===== config.mk =====
export PLATFORM = sky130hd
export DESIGN_NAME = nbody_frame_integrator
export DESIGN_NICKNAME = d
export VERILOG_FILES = /design/src/rtl/nbody_pkg.sv /design/src/rtl/nbody_frame_integrator_pair_force.sv /design/src/rtl/nbody_frame_integrator.sv
export SDC_FILE = /design/constraint.sdc
export NUM_CORES = 1
export LEC_CHECK = 0
export ABC_AREA = 0
export CAP_MARGIN = 40
export CORE_UTILIZATION = 30
export CTS_BUF_LIST = sky130_fd_sc_hd__clkbuf_4
export DETAILED_ROUTE_END_ITERATION = 8
export PLACE_DENSITY_LB_ADDON = 0.15
export SLEW_MARGIN = 10
export SYNTH_ARGS = -nofsm -noshare
export SYNTH_HDL_FRONTEND = slang
export SYNTH_HIERARCHICAL = 1
export SYNTH_SLANG_ARGS = --single-unit

===== constraint.sdc =====
create_clock -name clk -period 10.9 [get_ports clk]
set_input_delay 2.18 -clock clk [delete_from_list [all_inputs] [get_ports clk]]
set_output_delay 2.18 -clock clk [all_outputs]
set_load 0.05 [all_outputs]

===== src/rtl/nbody_pkg.sv =====
// Shared types and constants for the three-body frame integrator.
// FSM encoding, body indices, reset coordinates and force levels live here.
package nbody_pkg;

  typedef enum logic [2:0] {
    S_IDLE,
    S_PAIR_AB,
    S_PAIR_AC,
    S_PAIR_BC,
    S_VEL,
    S_POS
  } state_t;

  // Accelerator and velocity widths (signed)
  localparam int ACC_W = 4;
  localparam int VEL_W = 5;

  localparam logic [1:0] BODY_A = 2'd0;
  localparam logic [1:0] BODY_B = 2'd1;
  localparam logic [1:0] BODY_C = 2'd2;

  localparam int RST_AX = 300;
  localparam int RST_AY = 150;
  localparam int RST_BX = 420;
  localparam int RST_BY = 300;
  localparam int RST_CX = 200;
  localparam int RST_CY = 20;

  localparam logic signed [ACC_W-1:0] FORCE_NONE = ACC_W'(0);
  localparam logic signed [ACC_W-1:0] FORCE_FAR  = ACC_W'(1);
  localparam logic signed [ACC_W-1:0] FORCE_NEAR = ACC_W'(2);

  // Axis k is body (k/2), x when k is even and y when k is odd.
  function automatic int reset_coord(input int k);
    case (k)
      0:       return RST_AX;
      1:       return RST_AY;
      2:       return RST_BX;
      3:       return RST_BY;
      4:       return RST_CX;
      default: return RST_CY;
    endcase
  endfunction

endpackage


===== src/rtl/nbody_frame_integrator_pair_force.sv =====
// Combinational pairwise attraction: signed per-axis force that body i
// receives from body j (body j receives the negation).
module nbody_pair_force
  import nbody_pkg::*;
#(
  parameter int W      = 10,
  parameter int NEAR_D = 40,
  parameter int FAR_D  = 300
) (
  input  logic [W-1:0]            i_xi,
  input  logic [W-1:0]            i_yi,
  input  logic [W-1:0]            i_xj,
  input  logic [W-1:0]            i_yj,
  output logic signed [ACC_W-1:0] o_fx,
  output logic signed [ACC_W-1:0] o_fy
);

  localparam int DW = W + 1;
  localparam logic [DW-1:0] L_NEAR = DW'(NEAR_D);
  localparam logic [DW-1:0] L_FAR  = DW'(FAR_D);

  logic signed [DW-1:0]    w_dx;
  logic signed [DW-1:0]    w_dy;
  logic [DW-1:0]           w_adx;
  logic [DW-1:0]           w_ady;
  logic [DW-1:0]           w_d;
  logic signed [ACC_W-1:0] w_f;

  assign w_dx  = $signed({1'b0, i_xj}) - $signed({1'b0, i_xi});
  assign w_dy  = $signed({1'b0, i_yj}) - $signed({1'b0, i_yi});
  assign w_adx = w_dx[DW-1] ? $unsigned(-w_dx) : $unsigned(w_dx);
  assign w_ady = w_dy[DW-1] ? $unsigned(-w_dy) : $unsigned(w_dy);
  assign w_d   = w_adx + w_ady;

  // Coincident bodies exert no force, so the sign never has to be invented.
  always_comb begin
    w_f = FORCE_NONE;
    if (w_d == '0) begin
      w_f = FORCE_NONE;
    end else if (w_d < L_NEAR) begin
      w_f = FORCE_NEAR;
    end else if (w_d < L_FAR) begin
      w_f = FORCE_FAR;
    end
  end

  assign o_fx = (w_dx == '0) ? FORCE_NONE : (w_dx[DW-1] ? -w_f : w_f);
  assign o_fy = (w_dy == '0) ? FORCE_NONE : (w_dy[DW-1] ? -w_f : w_f);

endmodule


===== src/rtl/nbody_frame_integrator.sv =====
// Per-frame three-body integrator: serial pair forces, velocity, position.
// Define BODY_BOUNCE_EN for reflecting screen edges; default build wraps.
module nbody_frame_integrator
  import nbody_pkg::*;
#(
  parameter int W        = 10,
  parameter int H_ACTIVE = 640,
  parameter int V_ACTIVE = 480,
  parameter int NEAR_D   = 40,
  parameter int FAR_D    = 300,
  parameter int VMAX     = 7
) (
  input  logic         clk,
  input  logic         reset,
  input  logic         frame_tick,
  input  logic         load_en,
  input  logic [1:0]   load_sel,
  input  logic [W-1:0] load_x,
  input  logic [W-1:0] load_y,
  output logic [W-1:0] pos_ax,
  output logic [W-1:0] pos_ay,
  output logic [W-1:0] pos_bx,
  output logic [W-1:0] pos_by,
  output logic [W-1:0] pos_cx,
  output logic [W-1:0] pos_cy,
  output logic         busy,
  output logic         update_done,
  output logic         overrun
);

  localparam int PW = W + 2;
  localparam int SW = VEL_W + 1;
  localparam logic signed [SW-1:0]    L_VMAX_W = SW'(VMAX);
  localparam logic signed [VEL_W-1:0] L_VPOS   = VEL_W'(VMAX);
  localparam logic signed [VEL_W-1:0] L_VNEG   = -L_VPOS;

  state_t r_state;
  state_t w_state_next;
  logic   w_start;
  logic   w_load;
  logic   r_done;
  logic   r_overrun;

  logic [1:0]              w_idx_i;
  logic [1:0]              w_idx_j;
  logic [W-1:0]            w_xi;
  logic [W-1:0]            w_yi;
  logic [W-1:0]            w_xj;
  logic [W-1:0]            w_yj;
  logic signed [ACC_W-1:0] w_fx;
  logic signed [ACC_W-1:0] w_fy;
  logic [W-1:0]            w_load_x_mod;
  logic [W-1:0]            w_load_y_mod;
  logic [W-1:0]            w_p [6];

  always_ff @(posedge clk or posedge reset) begin
    if (reset) begin
      r_state <= S_IDLE;
    end else begin
      r_state <= w_state_next;
    end
  end

  // A load in IDLE takes priority and swallows a coincident tick.
  always_comb begin
    w_state_next = r_state;
    w_start      = 1'b0;
    w_load       = 1'b0;
    case (r_state)
      S_IDLE: begin
        if (load_en) begin
          w_load = 1'b1;
        end else if (frame_tick) begin
          w_start      = 1'b1;
          w_state_next = S_PAIR_AB;
        end
      end
      S_PAIR_AB: w_state_next = S_PAIR_AC;
      S_PAIR_AC: w_state_next = S_PAIR_BC;
      S_PAIR_BC: w_state_next = S_VEL;
      S_VEL:     w_state_next = S_POS;
      S_POS:     w_state_next = S_IDLE;
      default:   w_state_next = S_IDLE;
    endcase
  end

  assign busy = (r_state != S_IDLE);

  always_ff @(posedge clk or posedge reset) begin
    if (reset) begin
      r_done    <= 1'b0;
      r_overrun <= 1'b0;
    end else begin
      r_done    <= (r_state == S_POS);
      r_overrun <= r_overrun | (busy & frame_tick);
    end
  end

  assign update_done = r_done;
  assign overrun     = r_overrun;

  // Time-multiplex the single force unit across the three pair states.
  always_comb begin
    w_idx_i = BODY_A;
    w_idx_j = BODY_B;
    w_xi    = w_p[0];
    w_yi    = w_p[1];
    w_xj    = w_p[2];
    w_yj    = w_p[3];
    case (r_state)
      S_PAIR_AC: begin
        w_idx_j = BODY_C;
        w_xj    = w_p[4];
        w_yj    = w_p[5];
      end
      S_PAIR_BC: begin
        w_idx_i = BODY_B;
        w_idx_j = BODY_C;
        w_xi    = w_p[2];
        w_yi    = w_p[3];
        w_xj    = w_p[4];
        w_yj    = w_p[5];
      end
      default: ;
    endcase
  end

  nbody_pair_force #(
    .W      (W),
    .NEAR_D (NEAR_D),
    .FAR_D  (FAR_D)
  ) u_pair_force (
    .i_xi (w_xi),
    .i_yi (w_yi),
    .i_xj (w_xj),
    .i_yj (w_yj),
    .o_fx (w_fx),
    .o_fy (w_fy)
  );

  assign w_load_x_mod = W'(load_x % H_ACTIVE);
  assign w_load_y_mod = W'(load_y % V_ACTIVE);

  // One slice per body axis: accelerator, velocity and position registers.
  genvar gi;
  for (gi = 0; gi < 6; gi++) begin : g_axis
    localparam bit         L_IS_X = ((gi % 2) == 0);
    localparam logic [1:0] L_BODY = 2'(gi / 2);
    localparam logic signed [PW-1:0] L_LIM = L_IS_X ? PW'(H_ACTIVE) : PW'(V_ACTIVE);

    logic [W-1:0]            r_p;
    logic signed [VEL_W-1:0] r_v;
    logic signed [ACC_W-1:0] r_a;
    logic signed [ACC_W-1:0] w_f;
    logic signed [SW-1:0]    w_vsum;
    logic signed [VEL_W-1:0] w_vsat;
    logic signed [VEL_W-1:0] w_vpos;
    logic signed [PW-1:0]    w_psum;
    logic [W-1:0]            w_pnew;
    logic [W-1:0]            w_load_val;

    assign w_f        = L_IS_X ? w_fx : w_fy;
    assign w_load_val = L_IS_X ? w_load_x_mod : w_load_y_mod;

    assign w_vsum = {r_v[VEL_W-1], r_v} + {{(SW-ACC_W){r_a[ACC_W-1]}}, r_a};
    assign w_vsat = (w_vsum > L_VMAX_W)  ? L_VPOS :
                    (w_vsum < -L_VMAX_W) ? L_VNEG : w_vsum[VEL_W-1:0];

    // Position step uses the velocity already committed in VEL.
    assign w_psum = {2'b00, r_p} + {{(PW-VEL_W){r_v[VEL_W-1]}}, r_v};

    always_comb begin
      w_pnew = w_psum[W-1:0];
      w_vpos = r_v;
`ifdef BODY_BOUNCE_EN
      if (w_psum[PW-1]) begin
        w_pnew = '0;
        w_vpos = -r_v;
      end else if (w_psum >= L_LIM) begin
        w_pnew = W'(L_LIM - 1);
        w_vpos = -r_v;
      end
`else
      if (w_psum[PW-1]) begin
        w_pnew = W'(w_psum + L_LIM);
      end else if (w_psum >= L_LIM) begin
        w_pnew = W'(w_psum - L_LIM);
      end
`endif
    end

    always_ff @(posedge clk or posedge reset) begin
      if (reset) begin
        r_p <= W'(reset_coord(gi));
        r_v <= '0;
        r_a <= '0;
      end else begin
        case (r_state)
          S_IDLE: begin
            if (w_load && (load_sel == L_BODY)) begin
              r_p <= w_load_val;
              r_v <= '0;
            end
            if (w_start) begin
              r_a <= '0;
            end
          end
          S_PAIR_AB, S_PAIR_AC, S_PAIR_BC: begin
            if (w_idx_i == L_BODY) begin
              r_a <= r_a + w_f;
            end else if (w_idx_j == L_BODY) begin
              r_a <= r_a - w_f;
            end
          end
          S_VEL: r_v <= w_vsat;
          S_POS: begin
            r_p <= w_pnew;
            r_v <= w_vpos;
          end
          default: ;
        endcase
      end
    end

    assign w_p[gi] = r_p;
  end

  assign pos_ax = w_p[0];
  assign pos_ay = w_p[1];
  assign pos_bx = w_p[2];
  assign pos_by = w_p[3];
  assign pos_cx = w_p[4];
  assign pos_cy = w_p[5];

endmodule

==> After elaboration in Yosys (flattened, before gate mapping) <==
Cells that the tools add are included.
{ "op_classes": {"add_sub_neg": 42, "n_mul": 0, "n_div": 2, "order_cmp": 20, "n_eq_ne": 20, "shifts": 0, "mux": 87, "bitwise": 2, "reduce_logical": 26} }
{ "ops": {"columns": ["operator", "count"], "rows": [
  ["10-bit 2-to-1 mux", 22],
  ["10-bit one-hot mux with 2 select lines", 6],
  ["4-bit 2-to-1 mux", 19],
  ["5-bit 2-to-1 mux", 15],
  ["11-bit by 5-bit adder with 12-bit output", 6],
  ["10-bit adder, second input constant", 6],
  ["5-bit one-hot mux with 2 select lines", 6],
  ["10-bit subtractor, second input constant", 6],
  ["4-bit one-hot mux with 2 select lines", 6],
  ["5-bit by 4-bit adder with 6-bit output", 6],
  ["12-bit by 10-bit >= comparator with 1-bit output, second input constant", 3],
  ["12-bit by 11-bit >= comparator with 1-bit output, second input constant", 3],
  ["6-bit by 4-bit greater-than comparator with 1-bit output, second input constant", 6],
  ["6-bit by 4-bit < comparator with 1-bit output, second input constant", 6],
  ["11-bit zero test", 3],
  ["10-bit by 10-bit modulo with 32-bit output, second input constant", 1],
  ["10-bit by 9-bit modulo with 32-bit output, second input constant", 1],
  ["4-bit adder", 6],
  ["4-bit subtractor", 6],
  ["11-bit 2-to-1 mux", 2],
  ["11-bit negation", 2],
  ["10-bit by 10-bit subtractor with 11-bit output", 2],
  ["3-bit one-hot mux with 5 select lines", 1],
  ["2-bit AND reduction", 7],
  ["other kinds (24)", 52]
]} }
{ "totals": {"ff_bits": 119, "latchBits": 0, "mem_bits_rw": 0, "romBits": 0, "in_bits": 26, "out_inout_bits": 63, "mem_count": 0} }

==> Longest topological paths before layout <==
{ "depth": {"ltp_word": 18, "depth_mapped": 41, "depth_no_buf": 38} }

==> Cells and area by module <==
The synthesis kept the hierarchy.
{ "modules_own_cells": {"columns": ["module", "n_inst", "cells_per_inst", "area_each_um2", "seq_area_each_um2"], "rows": [
  ["nbody_frame_integrator", 1, 1389, 11622.4, 3004.1],
  ["nbody_pair_force", 1, 313, 2207.1, 0.0]
]} }

==> Least setup slack after synthesis <==
Ideal clock, no wire load.
{ "synth_path": {"kind": "register to register", "start": "reg r_state[1]", "end": "reg g_axis[1].r_a[3]", "t_arrival_ns": 8.225, "required_ns": 10.771, "slack_ns": 2.546, "stages_incl_launch_ff": 39, "n_path_buf": 4, "synth_period_minus_slack_ns": 8.354, "cell_sequence": "dfrtp_1 clkbuf_1 nor2b_1 nand2_1 clkbuf_1 clkbuf_1 mux2_2 ha_1 inv_1 fa_1 a21oi_1 o211ai_1 a21oi_1 o21ai_0 clkbuf_1 mux2_2 ha_1 a211oi_2 (+3 left out) a221oi_1 nand3_1 or2_2 mux2_1 ha_1 inv_1 o32ai_1 inv_1 ha_1 a21o_1 inv_1 ha_1 a21o_1 a21o_1 xor2_1 nor2_1 o21ai_0 o21ai_0"} }
{ "synth_via": {"word_cells_on_any_way": 41} }
{ "synth_lines": {"columns": ["element", "line_no", "text"], "rows": [
  ["from (decl)", "nbody_frame_integrator.sv:37", "state_t r_state;"],
  ["from (signal assigned)", "nbody_frame_integrator.sv:60", "r_state <= w_state_next;"],
  ["3-bit by 2-bit == test with 1-bit output (*)", "nbody_frame_integrator.sv:110", "case (r_state)"],
  ["10-bit 2-to-1 mux (*)", "nbody_frame_integrator.sv:110", null],
  ["via w_xi[0]", "nbody_frame_integrator.sv:46", "logic [W-1:0] w_xi;"],
  ["10-bit by 10-bit subtractor with 11-bit output (*)", "nbody_frame_integrator_pair_force.sv:29", "assign w_dx = $signed({1'b0, i_xj}) - $signed({1'b0, i_xi});"],
  ["11-bit negation", "nbody_frame_integrator_pair_force.sv:31", "assign w_adx = w_dx[DW-1] ? $unsigned(-w_dx) : $unsigned(w_dx);"],
  ["11-bit 2-to-1 mux (*)", "nbody_frame_integrator_pair_force.sv:31", null],
  ["11-bit adder (*)", "nbody_frame_integrator_pair_force.sv:33", "assign w_d = w_adx + w_ady;"],
  ["11-bit by 9-bit < comparator with 1-bit output", "nbody_frame_integrator_pair_force.sv:42", "end else if (w_d < L_FAR) begin"],
  ["(+2 left out)", null, null],
  ["4-bit 2-to-1 mux (*)", "nbody_frame_integrator_pair_force.sv:38", "if (w_d == '0) begin"],
  ["4-bit negation", "nbody_frame_integrator_pair_force.sv:48", "assign o_fy = (w_dy == '0) ? FORCE_NONE : (w_dy[DW-1] ? -w_f : w_f);"],
  ["4-bit 2-to-1 mux (*) (2 in a row)", "nbody_frame_integrator_pair_force.sv:48", null],
  ["via g_axis[1].w_f[1]", "nbody_frame_integrator.sv:154", "logic signed [ACC_W-1:0] w_f;"],
  ["4-bit subtractor", "nbody_frame_integrator.sv:212", "r_a <= r_a - w_f;"],
  ["4-bit 2-to-1 mux", "nbody_frame_integrator.sv:211", "end else if (w_idx_j == L_BODY) begin"],
  ["4-bit 2-to-1 mux (*)", "nbody_frame_integrator.sv:209", "if (w_idx_i == L_BODY) begin"],
  ["4-bit one-hot mux with 2 select lines (*)", "nbody_frame_integrator.sv:198", "case (r_state)"],
  ["to (signal assigned)", "nbody_frame_integrator.sv:210", "r_a <= r_a + w_f;"],
  ["to (signal assigned)", "nbody_frame_integrator.sv:212", null],
  ["to (decl)", "nbody_frame_integrator.sv:153", "logic signed [ACC_W-1:0] r_a;"]
]} }
The timed path passes the listed nets; every way through them passes the cells marked *. The select of a mux whose other input is x is not followed.
A chain may end at the register's enable or synchronous reset.

==> Final worst setup path <==
Ends and elaborated chain as after synthesis.

==> results.sh <==
export IMPL_grt_total_usage_pct=18.45
export IMPL_clock_root_buffer_master="sky130_fd_sc_hd__clkbuf_4"
export IMPL_synth_adder_area_share_pct=17.79
export IMPL_max_slew_margin_rel_pct=41.61
export IMPL_clock_insertion_delay_worst_skew_ns=0.62
export IMPL_route_detailed_vias_per_inst=5.264
export IMPL_grt_util_met1_pct=26.38
export IMPL_critical_path_endpoint_type="flip-flop"
export IMPL_post_synth_instance_area_um2=13830
export IMPL_post_cts_repair_resize_count=0
export IMPL_post_synth_inst_count=1702
export IMPL_worst_slew_pin_transition_ns=0.8731
export IMPL_post_route_setup_tns_ns=0
export IMPL_worst_ep_arrival_time_ns=9.67
export IMPL_layout_commonest_cell="sky130_fd_sc_hd__nand2_1"
export IMPL_synthToLayoutAreaGrowth_pct=13.22
export IMPL_edff_count_synth=0
export IMPL_layout_min_cycle_time_ns=9.164
export IMPL_hp_class="flip-flop to flip-flop"
export IMPL_hold_viol=0
export IMPL_crit_fanout=29
export IMPL_route_final_wire_length_mm=42.28
export IMPL_synth_compound_area_share_pct=24.55
export IMPL_worst_path_required_time_ns=11.40
export IMPL_critical_path_class="flip-flop to flip-flop"
export IMPL_top_usage_layer="met2"
export IMPL_grt_antenna_before_repair=3
export IMPL_critPathMaxStageDelay_ns=0.59
export IMPL_synth_async_reset_ratio_pct=100.0
export IMPL_die_height_um=216.7
export IMPL_fraction_of_final_layout_cells_with_drive_strength_greater_than_1_pct=8.474
export IMPL_synth_area_per_cell_um2=8.125
export IMPL_pin_count=89
export IMPL_synthTopCellsByArea="sky130_fd_sc_hd__dfrtp_1, sky130_fd_sc_hd__ha_1, sky130_fd_sc_hd__nand2_1, sky130_fd_sc_hd__xnor2_1, sky130_fd_sc_hd__dfstp_2"
export IMPL_tritoncts="yes"
export IMPL_numCtsBuffers=17
export IMPL_port_buffer_count=88
export IMPL_synthMuxAreaShare_pct=4.696
export IMPL_max_clock_freq_mhz=109.1
export IMPL_final_net_count=1980
export IMPL_placement_rows=78
export IMPL_dominantRegCellSynth="sky130_fd_sc_hd__dfrtp_1"
export IMPL_grt_start_max_net_pins=69
export IMPL_grt_pass1_wl_mm=68.37
export IMPL_place_congestion=0.8485
export IMPL_numClockSinks=119
export IMPL_met3_usage_pct=2.274
export IMPL_maxCapViolCount=0
export IMPL_detailedRoute_firstPassIterationCount=6
export IMPL_post_cts_hold_buffer_count=0
export IMPL_register_bit_count_reported_by_yosys=119
export IMPL_grt_pass1_vias=12210
export IMPL_critPathSlowestCell="sky130_fd_sc_hd__dfrtp_1"
export IMPL_coreArea_um2=45380
export IMPL_syn_num_nets=1912
export IMPL_via_count=12550
export IMPL_design_die_area_um2=46960
export IMPL_most_common_layout_cells="sky130_fd_sc_hd__nand2_1, sky130_fd_sc_hd__ha_1, sky130_fd_sc_hd__nor2_1, sky130_fd_sc_hd__inv_1, sky130_fd_sc_hd__o21ai_0"
export IMPL_synth_simple_gate_area_share_pct=19.01
export IMPL_rsz0062_at_grt="no"
export IMPL_setup_violations=0
export IMPL_post_cts_setup_buffer_count=0
export IMPL_max_clock_path_buffers=2
export IMPL_main_combinational_cell_family_by_area_after_synthesis="compound AO/OA/AOI/OAI gates"
export IMPL_hpwl_mm=33.29
export IMPL_status="finished, final reports clean"
export IMPL_synth_yosys_warnings=6
export IMPL_clock_pin_slew_of_the_registers_on_the_worst_case_setup_and_hold_paths_ns=0.12
export IMPL_yosysTopAreaCellShare_pct=17.73
export IMPL_period_share_pct=84.08
export IMPL_first_iter_violations=664
export IMPL_synth_seq_area_share_pct=21.72
export IMPL_drt_drc_violations_left=0
export IMPL_final_max_slew_violation_count=0
export IMPL_die_width_um=216.7
export IMPL_depth_of_the_cts_h_tree=4
export IMPL_yosys_area_share_xor_xnor_pct=7.573
export IMPL_ant_nets=0
export IMPL_overflow_left_after_global_routing=0
export IMPL_crit_path_start_kind="flip-flop"
export IMPL_synth_largest_area_cell="sky130_fd_sc_hd__dfrtp_1"
export IMPL_detail_route_wl_per_cell_um=17.74
export IMPL_timing_clock_skew_ns=0.01975
export IMPL_number_of_different_library_cells_in_the_post_synthesis_netlist=98
export IMPL_initial_core_util_pct=30.47
export IMPL_crit_path_frequent_cell="sky130_fd_sc_hd__ha_1"
export IMPL_use_met2_pct=29.32
-- Yosys cell counts, types with 37 or more instances --
cell type	n
sky130_fd_sc_hd__nand2_1	210
sky130_fd_sc_hd__ha_1	163
sky130_fd_sc_hd__nor2_1	129
sky130_fd_sc_hd__inv_1	114
sky130_fd_sc_hd__o21ai_0	108
sky130_fd_sc_hd__dfrtp_1	98
sky130_fd_sc_hd__xnor2_1	77
sky130_fd_sc_hd__a21oi_1	76
sky130_fd_sc_hd__a21o_1	47
sky130_fd_sc_hd__clkbuf_1	45
sky130_fd_sc_hd__nand3_1	44
sky130_fd_sc_hd__nor3_1	41
sky130_fd_sc_hd__a31oi_1	37
sky130_fd_sc_hd__xor2_1	37
-- flip-flops by register name, summed over array words and instances, names as in the netlist, 3 cells and up --
| register | cells |
|---|---|
| pos_ax | 10 |
| pos_bx | 10 |
| r_state | 3 |
| pos_cx | 10 |
| pos_ay | 10 |
| pos_by | 10 |
| g_axis.r_v | 30 |
| pos_cy | 10 |
| g_axis.r_a | 24 |
-- per-layer routing --
layer | vias to the layer above | part of all wire [%]
met2 | 187 | 44
met3 | 33 | 3.0
met1 | 6000 | 52
met5 | - | 0
li1 | 6330 | -
met4 | 0 | 1.3
-- critical path, delay by kind of cell, from the launching register on --
| family | cells | cell delay [ns] |
|---|---|---|
| buf+inv | 7 | 1.18 |
| fa+ha+maj | 6 | 1.79 |
| xor+xnor | 1 | 0.17 |
| compound gates | 14 | 3.03 |
| flops | 1 | 0.59 |
| simple gates | 6 | 1.45 |
| mux | 3 | 0.83 |
-- stage by stage --
stage                     instances  setup WS (ns)  instance area, µm²  util [%]  hold slack, ns
final                          2384          1.736               15660     34.50          0.4879
after global routing           2384          1.054               15660     34.50          0.5114
after CTS                      2382          1.830               15650     34.49          0.4888
after detailed placement       2351          1.876               15420     33.98          0.4582
after global placement         2347          1.733               15350     33.82          0.4468
after floorplan                1702          2.546               13830         -          0.4694
-- cell type report --
class	count	area, µm²
inverter	115	436.7
fill	4809	29720
antenna	2	5.005
tap	600	750.7
clock buffer	19	142.6
timing repair buffer	103	1039
clock inverter	12	87.58
multi-input combinational	1414	10190
sequential	119	3004
-- cells by family (layout without fill, tap and decap cells) --
family,count (synthesis),in the layout
AOI/OAI and AO/OA,494,494
buffers and inverters,169,249
and+or+nand+nor,558,558
other,0,2
DFF,119,119
xor gates and xnor gates,117,117
adders and majority gates,184,184
muxes,61,61
-- worst paths after layout --
path,end,depth (start not counted),start,slack [ns]
max in group asynchronous,pos_bx[2],4,reset,7.78
worst min-delay path,overrun,1,overrun,0.49
worst min register to register,overrun,1,overrun,0.49
worst max register to register,g_axis[1].r_a[3],37,r_state[1],1.74
worst max-delay path,g_axis[1].r_a[3],37,r_state[1],1.74
min in group asynchronous,g_axis[1].r_v[2],2,reset,1.99
Power is left out: the tool's default activity adds up to more than one toggle a clock period on the data nets, which glitch-free logic cannot reach.
